==> src/rtl/boa_wbuf_if.sv <==
// Single-port memory bus used on both sides of the boa_wbuf posted write buffer.
// A request is accepted when (re or we nonzero) and ready; rdata follows one cycle later.
interface boa_wbuf_if #(
  parameter int ALEN = 16
);
  logic            re;
  logic [3:0]      we;
  logic [ALEN-1:0] addr;
  logic [31:0]     wdata;
  logic            ready;
  logic [31:0]     rdata;

  modport master (output re, we, addr, wdata, input ready, rdata);
  modport slave  (input re, we, addr, wdata, output ready, rdata);
endinterface

==> src/rtl/boa_wbuf.sv <==
// Posted write buffer between the cache memory port and the external bus; reads wait for older writes.
// Optional macro BOA_WBUF_FWD_EN serves full-word reads from the youngest matching buffered write.
module boa_wbuf #(
  parameter int ALEN  = 16,
  parameter int DEPTH = 4
) (
  input  logic        clk,
  input  logic        rst,
  boa_wbuf_if.slave   up,
  boa_wbuf_if.master  dn,
  output logic        wb_empty
);
  localparam int PW = $clog2(DEPTH);

  // Extra pointer MSB distinguishes full from empty when the slot bits are equal.
  logic [PW:0]     wr_ptr, rd_ptr;
  logic [PW-1:0]   head, tail;
  logic [ALEN-1:0] mem_addr  [DEPTH];
  logic [3:0]      mem_we    [DEPTH];
  logic [31:0]     mem_wdata [DEPTH];

  logic        empty, full, pop, push, pass_rd;
  logic        fwd_hit;
  logic [31:0] fwd_data;
  logic        rsel_q;
  logic [31:0] rdata_q;

  assign head  = rd_ptr[PW-1:0];
  assign tail  = wr_ptr[PW-1:0];
  assign empty = (wr_ptr == rd_ptr);
  assign full  = (wr_ptr[PW] != rd_ptr[PW]) && (head == tail);

`ifdef BOA_WBUF_FWD_EN
  logic [PW:0] count;
  assign count = wr_ptr - rd_ptr;

  // Scan oldest to youngest so the last match seen is the youngest entry.
  always_comb begin
    logic          hit_full;
    logic [PW-1:0] slot;
    hit_full = 1'b0;
    fwd_data = '0;
    slot     = '0;
    for (int i = 0; i < DEPTH; i++) begin
      slot = head + PW'(i);
      if (((PW+1)'(i) < count) && (mem_addr[slot] == up.addr)) begin
        hit_full = (mem_we[slot] == 4'hf);
        fwd_data = mem_wdata[slot];
      end
    end
    fwd_hit = hit_full && up.re && (up.we == 4'h0);
  end
`else
  assign fwd_hit  = 1'b0;
  assign fwd_data = '0;
`endif

  // NOTE: every output gets a default first so no path through this block can infer a latch.
  always_comb begin
    dn.re    = 1'b0;
    dn.we    = 4'h0;
    dn.addr  = '0;
    dn.wdata = '0;
    up.ready = 1'b0;
    pass_rd  = 1'b0;
    if (!rst) begin
      if (!empty) begin
        dn.we    = mem_we[head];
        dn.addr  = mem_addr[head];
        dn.wdata = mem_wdata[head];
        if (up.re) up.ready = fwd_hit;
        else       up.ready = !full || dn.ready;
      end else if (up.re) begin
        // Empty buffer: the access, including any combined write, goes straight through.
        dn.re    = 1'b1;
        dn.we    = up.we;
        dn.addr  = up.addr;
        dn.wdata = up.wdata;
        up.ready = dn.ready;
        pass_rd  = dn.ready;
      end else begin
        up.ready = 1'b1;
      end
    end
  end

  assign pop  = !empty && dn.ready;
  assign push = up.ready && !up.re && (up.we != 4'h0);

  // NOTE: sequential state uses non-blocking assignments so every flop samples pre-edge values.
  always_ff @(posedge clk or posedge rst) begin
    if (rst) begin
      wr_ptr  <= '0;
      rd_ptr  <= '0;
      rsel_q  <= 1'b0;
      rdata_q <= '0;
    end else begin
      if (push) wr_ptr <= wr_ptr + 1'b1;
      if (pop)  rd_ptr <= rd_ptr + 1'b1;
      rsel_q  <= pass_rd;
      rdata_q <= fwd_hit ? fwd_data : 32'h0;
    end
  end

  // NOTE: storage is not reset; the pointers alone decide which entries are valid.
  always_ff @(posedge clk) begin
    if (push) begin
      mem_addr[tail]  <= up.addr;
      mem_we[tail]    <= up.we;
      mem_wdata[tail] <= up.wdata;
    end
  end

  assign up.rdata = rsel_q ? dn.rdata : rdata_q;
  assign wb_empty = empty;

endmodule

==> src/flat_wrapper.sv <==
// flat-port wrapper written by rule: the top's interface ports become plain ports
module boa_wbuf_flat 
#(
  parameter int ALEN  = 16,
  parameter int DEPTH = 4
)
  (clk, rst, wb_empty, up_re, up_we, up_addr, up_wdata, up_ready, up_rdata, dn_re, dn_we, dn_addr, dn_wdata, dn_ready, dn_rdata);
  boa_wbuf_if #(.ALEN(ALEN)) up_i ();
  boa_wbuf_if #(.ALEN(ALEN)) dn_i ();
  input  logic clk;
  input  logic rst;
  output logic wb_empty;
  input wire logic [$bits(up_i.re)-1:0] up_re;
  input wire logic [$bits(up_i.we)-1:0] up_we;
  input wire logic [$bits(up_i.addr)-1:0] up_addr;
  input wire logic [$bits(up_i.wdata)-1:0] up_wdata;
  output wire logic [$bits(up_i.ready)-1:0] up_ready;
  output wire logic [$bits(up_i.rdata)-1:0] up_rdata;
  output wire logic [$bits(dn_i.re)-1:0] dn_re;
  output wire logic [$bits(dn_i.we)-1:0] dn_we;
  output wire logic [$bits(dn_i.addr)-1:0] dn_addr;
  output wire logic [$bits(dn_i.wdata)-1:0] dn_wdata;
  input wire logic [$bits(dn_i.ready)-1:0] dn_ready;
  input wire logic [$bits(dn_i.rdata)-1:0] dn_rdata;
  assign up_i.re = up_re;
  assign up_i.we = up_we;
  assign up_i.addr = up_addr;
  assign up_i.wdata = up_wdata;
  assign up_ready = up_i.ready;
  assign up_rdata = up_i.rdata;
  assign dn_re = dn_i.re;
  assign dn_we = dn_i.we;
  assign dn_addr = dn_i.addr;
  assign dn_wdata = dn_i.wdata;
  assign dn_i.ready = dn_ready;
  assign dn_i.rdata = dn_rdata;
  boa_wbuf #(.ALEN(ALEN), .DEPTH(DEPTH)) u_core (.clk(clk), .rst(rst), .up(up_i), .dn(dn_i), .wb_empty(wb_empty));
endmodule
==> config.mk <==
export PLATFORM = sky130hd
export DESIGN_NAME = boa_wbuf_flat
export DESIGN_NICKNAME = d
export VERILOG_FILES = /design/src/rtl/boa_wbuf_if.sv /design/src/rtl/boa_wbuf.sv /design/src/flat_wrapper.sv
export SDC_FILE = /design/constraint.sdc
export NUM_CORES = 1
export LEC_CHECK = 0
export ABC_AREA = 1
export BUFFER_PORTS_ARGS = -buffer_cell sky130_fd_sc_hd__buf_2
export CAP_MARGIN = 15
export CORE_ASPECT_RATIO = 0.9
export CORE_MARGIN = 5
export CORE_UTILIZATION = 25
export CTS_BUF_LIST = sky130_fd_sc_hd__clkbuf_8
export DETAILED_ROUTE_END_ITERATION = 10
export GPL_ROUTABILITY_DRIVEN = 0
export GPL_TIMING_DRIVEN = 0
export HOLD_SLACK_MARGIN = 0.12
export RECOVER_POWER = 50
export REMOVE_ABC_BUFFERS = 1
export SETUP_SLACK_MARGIN = 0.1
export SYNTH_ARGS = -nofsm -noshare
export SYNTH_HDL_FRONTEND = slang
export SYNTH_SLANG_ARGS = --single-unit
==> constraint.sdc <==
create_clock -name clk -period 3.8 [get_ports clk]
set_clock_uncertainty 0.05 [all_clocks]
set_input_delay 0.76 -clock clk [delete_from_list [all_inputs] [get_ports clk]]
set_output_delay 0.76 -clock clk [all_outputs]
set_load 0.01 [all_outputs]
==> impl_metrics.json <==
{
  "crit_fanout": 53,
  "grt_max_degree": 58,
  "yosys-top-cells-count": "nand2_1, edfxtp_1, a21oi_1",
  "start_util": 0.2529,
  "numCtsBuffers": 38,
  "placement.cell_area_mm2": 0.01062,
  "synth_area_leaders": "edfxtp_1, nand2_1, a32o_1",
  "cts.path.max_buffers": 3,
  "drv_slew": 0,
  "grt_use_total": 0.1205,
  "hp-start": "dn_ready",
  "async_flop_share": 0.03256,
  "core_area_mm2": 0.03609,
  "status": "finished clean",
  "wl_met1_um": 11030,
  "cts-root-buf": "clkbuf_8",
  "wl_met3_um": 1458,
  "clkPwrFrac": 0.255,
  "hold_class": "input port to flip-flop",
  "yosysMostFrequentCell": "nand2_1",
  "synth_edf_count": 208,
  "n_antenna_cell": 0,
  "crit_required_ps": 2990,
  "die-area_mm2": 0.04043,
  "vias": 6486,
  "grt_pass1_wl_um": 37740,
  "die_h_um": 191.2,
  "p_leak_nw": 4.336,
  "via_per_inst": 4.421,
  "switchingPower_w": 0.002876,
  "first_pass_iters": 5,
  "wl_per_cell_um": 17.14,
  "ys.flop_type": "edfxtp_1",
  "end_kind": "output port",
  "fin_area_mm2": 0.01138,
  "cts_tree": "yes",
  "worst_slew_pin_slew_ps": 864.6,
  "dp_worst_setup_slack_ps": -881.2,
  "power_w": 0.007766,
  "synth_top_cell_by_area": "edfxtp_1",
  "top_layer": "met4",
  "postSynthAreaPerCell_um2": 11.77,
  "hold_viol_final": 0,
  "ant_nets": 0,
  "p_per_area_mw_per_mm2": 682.7,
  "rsz0062_at_grt": "no",
  "r2r_start": "u_core.rd_ptr[0]",
  "fin_crit_sh": 0.9346,
  "yosys_warnings": 0,
  "ys_ff_latch": 215,
  "swShare": 0.3704,
  "drcViolationCount": 0,
  "dpl.hpwl_um": 13960,
  "rows": 66,
  "fmax_mhz": 281.6,
  "irDropWorstVdd_mv": 0.2987,
  "netlist_area_mm2": 0.009125,
  "synth_cell_type_count": 27,
  "slew_headroom": 0.4236,
  "routed-wl-met2_um": 12140,
  "worstPathArrival_ps": 2740,
  "synth_top_area_frac": 0.6845,
  "p_int_w": 0.004890,
  "clk_pin_slew_ps": 60,
  "setup_viol": 0,
  "drive_gt1_frac": 0.1715,
  "comb_power_share": 0.372,
  "worst_slack_ps": 248.6,
  "fp.dieW_um": 211.4,
  "seq_area_frac_synth": 0.7037,
  "layout.nets": 1055,
  "grt_pass1_vias": 6419,
  "critPathLaunchType": "flip-flop",
  "io_buffers": 174,
  "syn2layout_area_growth_pct": 24.67,
  "synthCells": 775,
  "drv_cap": 0,
  "antenna_found_initial": 0,
  "drtIter0Drc": 380,
  "htreeDepth": 2,
  "min_period_ps": 3551,
  "cts.hold.buffers_added": 0,
  "clk_latency_ps": 520,
  "overflow": 0,
  "critical_path.startpoint": "u_core.rd_ptr[0]",
  "crit_type": "flip-flop to output port",
  "io_pins": 175,
  "seqPwrFrac": 0.372,
  "drt_wl_total_um": 25140,
  "clock_sinks": 215
}
## registers in the layout, indices dropped and copies added (netlist names)
name,cells
u_core.mem_we,16
u_core.wr_ptr,3
u_core.rd_ptr,3
u_core.mem_addr,64
u_core.rsel_q,1
u_core.mem_wdata,128
## worst paths after layout
check                                           to  slack (ps)  depth (start not counted)
setup reg to reg           u_core.mem_wdata[2][30]         520                         10
max in group asynchronous         u_core.rd_ptr[0]        2860                          2
hold / removal                       u_core.rsel_q         450                          3
hold reg to reg                   u_core.wr_ptr[2]         500                          2
setup / recovery                      dn_wdata[19]         250                          9
min in group asynchronous            u_core.rsel_q         470                          2
## layer usage
layer  GRT usage  up-vias
li1            -     3123
met1      0.1581     3149
met2      0.1990      164
met3     0.02921       50
met4     0.03542        0
met5           0        -
## repair_timing
action,CTS,global route
resized for setup,7,0
endpoints found under the setup margin,263,0
buffers inserted,6,0
## cells by family (layout without fill, tap and decap cells)
family,after synthesis,after routing,synth area share
and+or+nand+nor,314,314,0.1371
DFF,215,215,0.7037
AOI/OAI and AO/OA,139,139,0.09941
buffers and inverters,98,314,0.04827
adders and majority gates,5,5,0.006856
xor gates and xnor gates,4,4,0.004663
## placed cells by master, fill, tap and decap left out, drive strengths merged, types with 3 or more instances in the layout
cell type | synthesis | final
a21oi | 54 | 54
a32o | 42 | 42
buf | 31 | 105
clkbuf | 17 | 125
clkinv | 2 | 23
dfrtp | 7 | 7
edfxtp | 208 | 208
ha | 5 | 5
inv | 48 | 58
nand2 | 269 | 269
nand3 | 33 | 33
nand4 | 4 | 4
nor2 | 7 | 7
o21ai | 42 | 42
xor2 | 3 | 3
## layout make-up
| cell class | instances | area, um^2 |
|---|---|---|
| multi-input combinational | 462 | 2286 |
| tap | 476 | 595.6 |
| fill | 3684 | 24710 |
| sequential | 215 | 6425 |
| timing repair buffer | 192 | 1101 |
| clock buffer | 39 | 536.8 |
| inverter | 50 | 229.0 |
| timing repair inverter | 3 | 41.29 |
| clock inverter | 30 | 161.4 |
## worst max-delay path, cell delays in order (launching register included)
cell and delay, ps:
dfrtp_4 440, buf_16 230, clkinv_16 210, nand2_1 110, nand2_1 120, nand3_4 150, nand2_4 170, buf_12 240
o21ai_1 260, buf_2 190
## power groups by stage
stage / Clock [W] / Sequential, W / Combinational [W]
2_1_floorplan: 0 / 0.00302 / 0.00156
3_3_place_gp: 0 / 0.00316 / 0.00244
3_5_place_dp: 0 / 0.00302 / 0.00265
4_1_cts: 0.00207 / 0.00289 / 0.00300
5_1_grt: 0.00218 / 0.00291 / 0.00321
6_report: 0.00198 / 0.00289 / 0.00289
## metrics by stage
| stage | hold WS [ps] | cells | utilization | TNS [ps] |
|---|---|---|---|---|
| after floorplan | 452.8 | 727 | - | -751670 |
| after global placement | 485.6 | 1377 | 0.2867 | -2041150 |
| after detailed placement | 491.5 | 1388 | 0.2944 | -83880 |
| after CTS | 291.5 | 1467 | 0.3189 | 0 |
| after global routing | 448.1 | 1467 | 0.3152 | 0 |
| final | 454.4 | 1467 | 0.3152 | 0 |
Power figures use the tool's default switching activity.
